==> src/rtl/apb_sync_decoupler_pkg.sv <==
// Shared types and helpers for the single-clock APB decoupler.
package apb_sync_decoupler_pkg;

   typedef enum logic {
      UP_IDLE,
      UP_WAIT_RESP
   } up_state_e;

   typedef enum logic [1:0] {
      DN_IDLE,
      DN_SETUP,
      DN_ACCESS
   } dn_state_e;

   // One strobe bit per started byte, so odd data widths still get a strobe for the top bits.
   function automatic int strb_width(input int data_width);
      return (data_width + 7) / 8;
   endfunction

endpackage

==> src/rtl/apb_sync_decoupler_fifo.sv <==
// Generic synchronous FIFO, DEPTH = 2**LOG_DEPTH, show-ahead read port.
module sync_fifo #(
   parameter int WIDTH     = 8,
   parameter int LOG_DEPTH = 1
) (
   input  logic             clk_sys,
   input  logic             rst_b,
   input  logic             push,
   input  logic [WIDTH-1:0] wdata,
   input  logic             pop,
   output logic [WIDTH-1:0] rdata,
   output logic             full,
   output logic             empty
);

   localparam int DEPTH = 2 ** LOG_DEPTH;

   logic [WIDTH-1:0]   mem [DEPTH];
   logic [LOG_DEPTH:0] wr_ptr;
   logic [LOG_DEPTH:0] rd_ptr;

   // Extra pointer MSB distinguishes full from empty when the index bits match.
   assign empty = (wr_ptr == rd_ptr);
   assign full  = (wr_ptr[LOG_DEPTH] != rd_ptr[LOG_DEPTH]) &&
                  (wr_ptr[LOG_DEPTH-1:0] == rd_ptr[LOG_DEPTH-1:0]);
   assign rdata = mem[rd_ptr[LOG_DEPTH-1:0]];

   // Pointer update; pushes while full and pops while empty are ignored.
   always_ff @(posedge clk_sys or negedge rst_b) begin
      if (!rst_b) begin
         wr_ptr <= '0;
         rd_ptr <= '0;
      end else begin
         if (push && !full)  wr_ptr <= wr_ptr + (LOG_DEPTH+1)'(1);
         if (pop  && !empty) rd_ptr <= rd_ptr + (LOG_DEPTH+1)'(1);
      end
   end

   // Storage needs no reset: the empty flag guards every read.
   always_ff @(posedge clk_sys) begin
      if (push && !full) mem[wr_ptr[LOG_DEPTH-1:0]] <= wdata;
   end

endmodule

==> src/rtl/apb_sync_decoupler.sv <==
// APB timing/protocol cut: upstream transfers are queued and replayed downstream
// as full setup/access transfers; responses return through a second FIFO.
//
// state        | meaning
// UP_IDLE      | waiting for upstream psel; request is queued on that edge
// UP_WAIT_RESP | request queued; pready raised once a response is available
// DN_IDLE      | waiting for a queued request
// DN_SETUP     | downstream setup phase (psel=1, penable=0)
// DN_ACCESS    | downstream access phase, held until dst_pready_i
module apb_sync_decoupler
   import apb_sync_decoupler_pkg::*;
#(
   parameter  int APB_ADDR_WIDTH = 32,
   parameter  int APB_DATA_WIDTH = 32,
   parameter  int LOG_DEPTH      = 1,
   localparam int APB_STRB_WIDTH = strb_width(APB_DATA_WIDTH)
) (
   input  logic                      pclk_i,
   input  logic                      preset_ni,
   input  logic [APB_ADDR_WIDTH-1:0] src_paddr_i,
   input  logic [2:0]                src_pprot_i,
   input  logic                      src_psel_i,
   input  logic                      src_penable_i,
   input  logic                      src_pwrite_i,
   input  logic [APB_DATA_WIDTH-1:0] src_pwdata_i,
   input  logic [APB_STRB_WIDTH-1:0] src_pstrb_i,
   output logic                      src_pready_o,
   output logic [APB_DATA_WIDTH-1:0] src_prdata_o,
   output logic                      src_pslverr_o,
   output logic [APB_ADDR_WIDTH-1:0] dst_paddr_o,
   output logic [2:0]                dst_pprot_o,
   output logic                      dst_psel_o,
   output logic                      dst_penable_o,
   output logic                      dst_pwrite_o,
   output logic [APB_DATA_WIDTH-1:0] dst_pwdata_o,
   output logic [APB_STRB_WIDTH-1:0] dst_pstrb_o,
   input  logic                      dst_pready_i,
   input  logic [APB_DATA_WIDTH-1:0] dst_prdata_i,
   input  logic                      dst_pslverr_i
);

   // Widths depend on module parameters, so the transfer records are declared here.
   typedef struct packed {
      logic [APB_ADDR_WIDTH-1:0] addr;
      logic [2:0]                prot;
      logic                      write;
      logic [APB_DATA_WIDTH-1:0] wdata;
      logic [APB_STRB_WIDTH-1:0] strb;
   } req_t;

   typedef struct packed {
      logic [APB_DATA_WIDTH-1:0] rdata;
      logic                      slverr;
   } resp_t;

   up_state_e up_state_q, up_state_d;
   dn_state_e dn_state_q, dn_state_d;

   req_t  req_in, req_head, req_q;
   resp_t resp_in, resp_head;
   logic  req_push, req_pop, req_full, req_empty;
   logic  resp_push, resp_pop, resp_full, resp_empty;

   // penable is implied by the upstream FSM: only the setup edge in UP_IDLE pushes.
   logic unused_penable;
   assign unused_penable = src_penable_i;

   assign req_in  = {src_paddr_i, src_pprot_i, src_pwrite_i, src_pwdata_i, src_pstrb_i};
   assign resp_in = {dst_prdata_i, dst_pslverr_i};

   sync_fifo #(.WIDTH($bits(req_t)), .LOG_DEPTH(LOG_DEPTH)) u_req_fifo (
      .clk_sys (pclk_i),
      .rst_b   (preset_ni),
      .push    (req_push),
      .wdata   (req_in),
      .pop     (req_pop),
      .rdata   (req_head),
      .full    (req_full),
      .empty   (req_empty)
   );

   sync_fifo #(.WIDTH($bits(resp_t)), .LOG_DEPTH(LOG_DEPTH)) u_resp_fifo (
      .clk_sys (pclk_i),
      .rst_b   (preset_ni),
      .push    (resp_push),
      .wdata   (resp_in),
      .pop     (resp_pop),
      .rdata   (resp_head),
      .full    (resp_full),
      .empty   (resp_empty)
   );

   // State registers for both sides.
   always_ff @(posedge pclk_i or negedge preset_ni) begin
      if (!preset_ni) begin
         up_state_q <= UP_IDLE;
         dn_state_q <= DN_IDLE;
      end else begin
         up_state_q <= up_state_d;
         dn_state_q <= dn_state_d;
      end
   end

   // Upstream side: queue the request, then complete it from the response FIFO head.
   always_comb begin
      up_state_d    = up_state_q;
      req_push      = 1'b0;
      resp_pop      = 1'b0;
      src_pready_o  = 1'b0;
      src_prdata_o  = '0;
      src_pslverr_o = 1'b0;
      case (up_state_q)
         UP_IDLE: begin
            if (src_psel_i && !req_full) begin
               req_push   = 1'b1;
               up_state_d = UP_WAIT_RESP;
            end
         end
         UP_WAIT_RESP: begin
            if (!resp_empty) begin
               src_pready_o  = 1'b1;
               src_prdata_o  = resp_head.rdata;
               src_pslverr_o = resp_head.slverr;
               resp_pop      = 1'b1;
               up_state_d    = UP_IDLE;
            end
         end
         default: up_state_d = UP_IDLE;
      endcase
   end

   // Downstream side: replay each queued request as setup then access.
   always_comb begin
      dn_state_d    = dn_state_q;
      req_pop       = 1'b0;
      resp_push     = 1'b0;
      dst_psel_o    = 1'b0;
      dst_penable_o = 1'b0;
      case (dn_state_q)
         DN_IDLE: begin
            if (!req_empty) begin
               req_pop    = 1'b1;
               dn_state_d = DN_SETUP;
            end
         end
         DN_SETUP: begin
            dst_psel_o = 1'b1;
            dn_state_d = DN_ACCESS;
         end
         DN_ACCESS: begin
            dst_psel_o    = 1'b1;
            dst_penable_o = 1'b1;
            if (dst_pready_i) begin
               resp_push  = 1'b1;
               dn_state_d = DN_IDLE;
            end
         end
         default: dn_state_d = DN_IDLE;
      endcase
   end

   // Request fields are held here so they stay stable through setup and access.
   always_ff @(posedge pclk_i or negedge preset_ni) begin
      if (!preset_ni) req_q <= '0;
      else if (req_pop) req_q <= req_head;
   end

   assign dst_paddr_o  = req_q.addr;
   assign dst_pprot_o  = req_q.prot;
   assign dst_pwrite_o = req_q.write;
   assign dst_pwdata_o = req_q.wdata;
   assign dst_pstrb_o  = req_q.strb;

   // Only one transfer is ever outstanding, so the response FIFO cannot overflow.
   assert property (@(posedge pclk_i) disable iff (!preset_ni) !(resp_push && resp_full))
      else $error("response FIFO overflow");

endmodule

==> config.mk <==
export PLATFORM = sky130hd
export DESIGN_NAME = apb_sync_decoupler
export DESIGN_NICKNAME = d
export VERILOG_FILES = /design/src/rtl/apb_sync_decoupler_pkg.sv /design/src/rtl/apb_sync_decoupler_fifo.sv /design/src/rtl/apb_sync_decoupler.sv
export SDC_FILE = /design/constraint.sdc
export NUM_CORES = 1
export LEC_CHECK = 0
export CAP_MARGIN = 5
export CORE_AREA = 5 5 150 152
export CTS_CLUSTER_SIZE = 16
export DETAILED_ROUTE_END_ITERATION = 10
export DIE_AREA = 0 0 155 157
export PLACE_DENSITY = 0.9
export SLEW_MARGIN = 25
export SYNTH_ARGS = -nofsm -noshare
export SYNTH_HDL_FRONTEND = slang
export SYNTH_HIERARCHICAL = 1
export SYNTH_SLANG_ARGS = --single-unit
==> constraint.sdc <==
create_clock -name pclk_i -period 16.55 [get_ports pclk_i]
set_clock_uncertainty 0.05 [all_clocks]
set_input_delay 4.1375 -clock pclk_i [delete_from_list [all_inputs] [get_ports pclk_i]]
set_output_delay 4.1375 -clock pclk_i [all_outputs]
set_load 0.02 [all_outputs]
# Yosys cells after proc, flatten, opt, wreduce, memory -nomap -nowiden

Memory sizes are Yosys's and may differ from the RTL's. A register that Yosys moved wholly into a read port is not among the register bits.
Cells that the tools add are included.

RAM bits: 210
Bits of input ports: 110
Register bits after elaboration: 11
Logic and storage cells: 61
Memories kept: 2
Output and inout bits: 108

Bitwise logic cells: 1
Add/sub/neg operators: 4
Reductions and logical operators: 15
Multiplexer cells: 23
Eq/ne operators: 10

Memories:

| memory          | words | bits a word | read ports | clocked after memory_dff | wr ports | RTL line                      | RTL |
|---|---|---|---|---|---|---|---|
| u_req_fifo.mem  | 2     | 72          | 1          | 1                        | 1        | apb_sync_decoupler_fifo.sv:18 | `logic [WIDTH-1:0] mem [DEPTH];` |
| u_resp_fifo.mem | 2     | 33          | 1          | 0                        | 1        | apb_sync_decoupler_fifo.sv:18 |  |

Operator list:

| operator            | count |
|---|---|
| $mux 32             | 2 |
| $mux 1              | 17 |
| $add 2x1->2 const B | 4 |
| $logic_and 1x1->1   | 7 |
| $pmux 2 s3          | 1 |
| $logic_not 1->1     | 5 |
| $eq 2x2->1          | 2 |
| $mux 2              | 2 |
| $ne 2x2->1 const B  | 2 |
| $eq 1x1->1          | 2 |
| $eq 2x1->1 const B  | 1 |
| $eq 2x2->1 const B  | 1 |
| $logic_not 2->1     | 1 |
| $ne 1x1->1          | 2 |
| $pmux 1 s2          | 1 |
| $reduce_and 2->1    | 1 |
| $reduce_or 2->1     | 1 |
| $not 1->1           | 1 |

# Depth between registers and ports, before layout

Depth in word-level cells: 9
Mapped depth: 10
Depth with buffers taken out: 6

# Hierarchy

Netlist, hierarchy kept.

By module, submodules not included:

| module                   | area each (um^2) | cells an instance | sequential area each (um^2) | times used |
|---|---|---|---|---|
| sync_fifo at u_req_fifo  | 5466.5           | 252               | 4424.2                      | 1 |
| apb_sync_decoupler       | 3459.6           | 206               | 1876.8                      | 1 |
| sync_fifo at u_resp_fifo | 2625.0           | 130               | 2082.0                      | 1 |

# Worst setup path after synthesis

No wires, ideal clock.

Path kind: in2reg
Start point: input port src_psel_i
End point: memory u_req_fifo/mem[0][0] (netlist bit) (enable)
Setup time: 0.606 ns
Path buffers: 0
Required time: 15.894 ns
Arrival time: 9.798 ns
Slack: 6.096 ns
Stages: 2
Cell sequence: nor3b_1 -> nor3b_1

Cells in the longest elaborated chain, start to end: 6

RTL lines:

| what                         | RTL line                      | RTL |
|---|---|---|
| start: declaration           | apb_sync_decoupler.sv:22      | `input logic src_psel_i,` |
| $logic_and 1x1->1            | apb_sync_decoupler.sv:114     | `if (src_psel_i && !req_full) begin` |
| $mux 1                       | apb_sync_decoupler.sv:114     |  |
| $mux 1                       | apb_sync_decoupler.sv:112     | `case (up_state_q)` |
| $logic_and 1x1->1            | apb_sync_decoupler_fifo.sv:41 | `if (push && !full) mem[wr_ptr[LOG_DEPTH-1:0]] <= wdata;` |
| $mux 1                       | apb_sync_decoupler_fifo.sv:41 |  |
| $mux 1 (implied by the code) | apb_sync_decoupler_fifo.sv:41 |  |
| end: declaration             | apb_sync_decoupler_fifo.sv:18 |  |

Every way passes these cells.

# Final worst setup path

Start point: register u_resp_fifo.rd_ptr[1]
End point: output port src_prdata_o[28]

Cells in the longest elaborated chain, start to end: 3

RTL lines:

| what                     | RTL line                      | RTL |
|---|---|---|
| start: declaration       | apb_sync_decoupler_fifo.sv:20 | `logic [LOG_DEPTH:0] rd_ptr;` |
| start signal: assignment | apb_sync_decoupler_fifo.sv:35 | `if (pop && !empty) rd_ptr <= rd_ptr + (LOG_DEPTH+1)'(1);` |
| $eq 2x2->1               | apb_sync_decoupler_fifo.sv:23 | `assign empty = (wr_ptr == rd_ptr);` |
| named net resp_empty     | apb_sync_decoupler.sv:62      | `logic resp_push, resp_pop, resp_full, resp_empty;` |
| $mux 32                  | apb_sync_decoupler.sv:120     | `if (!resp_empty) begin` |
| $mux 32                  | apb_sync_decoupler.sv:112     |  |
| end: declaration         | apb_sync_decoupler.sv:28      | `output logic [APB_DATA_WIDTH-1:0] src_prdata_o,` |

The timed path passes the listed nets, and every way through them passes these cells.

==> out/results.ini <==
[logic_synthesis]
netlist_instances=587
yosys_warnings=6
syn-num-nets=701
syn_area_per_cell_um2=19.7
synth_area_um2=11500

[finish]
area_growth_pct=28.6
diodes=0
layout-drive-gt1-share_pct=25.4
fin_nets=932
design_area_um2=14900
finalNonFillerCells=1116

[global_routing]
antenna_found_initial=0
grt_max_degree=67
grt_pass1_wl_mm=35.7
grt-ovfl-total=0
grt_usage_pct=18.9
grt_pass1_vias=6369

[setup_path]
path_cells=xor2_2, nor2_1, and2b_2, and2_1, clkdlybuf4s50_1
critPathMaxStageDelay_ps=650
end_kind=output pin
crit_buf_inv=1
cp.arrival_ps=2900
critPathTopFamily=simple AND/OR/NAND/NOR gates
worstPathMaxFanout=38
crit_required_ps=12360
startpoint_type=flop
critical_path_class=flop to output pin
cpMaxStageDelayCell=clkdlybuf4s50_1

[sta]
rsz0062_at_grt=no
finalSetupTns_ps=0
finalCritPeriodShare_pct=42.8
fmax_mhz=141
fin_crit_ps=7080
hold_slack_ps=455
hold_viol_final=0
setup_violations=0
worst_pin_slew_ps=950
maxSlewHeadroom_pct=36.4
slew_viol_final=0

[job]
max_cap_viol_count=0

[cts]
cts_buffer_depth=3
cts_hold_buf=0
cts_setup_buffers=0
clk_pin_slew_ps=60
clock_latency_ps=540
cts_tree=yes
h-tree-depth=1
numClockSinks=293
clockRootBuffer=clkbuf_16
cts_inserted_buffers=29
cts_resized=0

[pwr]
total_power_w=0.00305
leakagePower_nw=5.50
max-vdd-ir-drop_mv=0.147
powerDensity_nw_per_um2=205

[floorplan]
die_x_um=155
num_rows=53
core_um2=20900
dieArea_um2=24300
die_h_um=157
start_util_pct=55.3
io_pins=218

[placed_design]
gp_congestion=0.753
io_buffer_count=216
dpl.hpwl_mm=14.6
dp_cells=1062
dpl_cell_area_um2=13900

[route]
routed-via-count=5855
ant_nets=0
vias_per_cell=5.25
drtIter0Drc=279
wire_per_inst_um=21.0
drc=0
routed_wl_mm=23.5
drt_pass1_iterations=4

[status]
status=finished clean

[worst_hold_path]
hold_class=flop to flop

==> flip-flops by register name, indices dropped and copies added (netlist names), 3 cells and up <==
register         cells
dst_pstrb_o          4
dst_paddr_o         32
u_req_fifo/mem     144
dst_pwdata_o        32
u_resp_fifo/mem     66
dst_pprot_o          3
==> stage by stage <==
| stage | utilization [%] | setup WS, ps |
|---|---|---|
| after CTS | 71.1 | 9090 |
| after global placement | 66.4 | 9240 |
| after detailed placement | 66.6 | 9270 |
| after floorplan | - | 6100 |
| final | 71.1 | 9470 |
| after global routing | 71.1 | 9300 |
==> metal layers <==
layer / vias to the layer above / global-route usage, % / wire [um]
met3: 33 / 5.47 / 1840
li1: 2671 / - / -
met5: - / 0 / 0
met1: 2958 / 23.7 / 9320
met4: 0 / 4.67 / 440
met2: 193 / 32.6 / 11900
==> layout make-up <==
| type | count | area [um^2] |
|---|---|---|
| Tap cell | 275 | 344 |
| Multi-Input combinational cell | 265 | 2910 |
| Sequential cell | 293 | 8390 |
| Fill cell | 1283 | 6040 |
| Clock inverter | 13 | 135 |
| Inverter | 3 | 11.3 |
| Clock buffer | 41 | 811 |
| Timing Repair Buffer | 226 | 2250 |
==> power breakdown <==
group / switching [W] / leakage (nW) / internal (W)
combinational: 0.000595 / 2.14 / 0.000673
clock: 0.000268 / 0.468 / 0.000374
sequential: 0.000109 / 2.88 / 0.00103
total: 0.000972 / 5.50 / 0.00207
==> final timing paths <==
check                                   endpoint  cells after the start  slack [ps]             startpoint
hold / removal                        up_state_q                      1         460             up_state_q
setup reg to reg           u_req_fifo/mem[0][57]                      5       12960   u_req_fifo/rd_ptr[0]
setup / recovery                src_prdata_o[28]                      5        9470  u_resp_fifo/rd_ptr[1]
min in group asynchronous       dst_pwdata_o[30]                      1        3470              preset_ni
max in group asynchronous        dst_paddr_o[24]                      2       11860              preset_ni
hold reg to reg                       up_state_q                      1         460             up_state_q
==> cells in the final DEF, fill, tap and decap left out, types with 2 or more instances in the layout <==
master and instances:
xnor2_1 2, clkdlybuf4s50_1 215, clkinv_2 6, mux2i_1 2
or2_2 2, inv_1 3, nor3b_2 2, and2_1 34
bufinv_16 2, mux2_1 34, mux2_4 74, clkbuf_8 4
a31oi_1 2, dfrtp_1 82, clkbuf_16 29, o21ai_1 4
nor2_1 7, nand2_1 4, ha_1 4, edfxtp_1 210
clkbuf_1 8, clkinv_1 2, a21oi_1 5, clkinv_4 2
buf_4 10, a21oi_4 2, mux2_2 73, xor2_1 3
(Power assumes the default switching activity.)
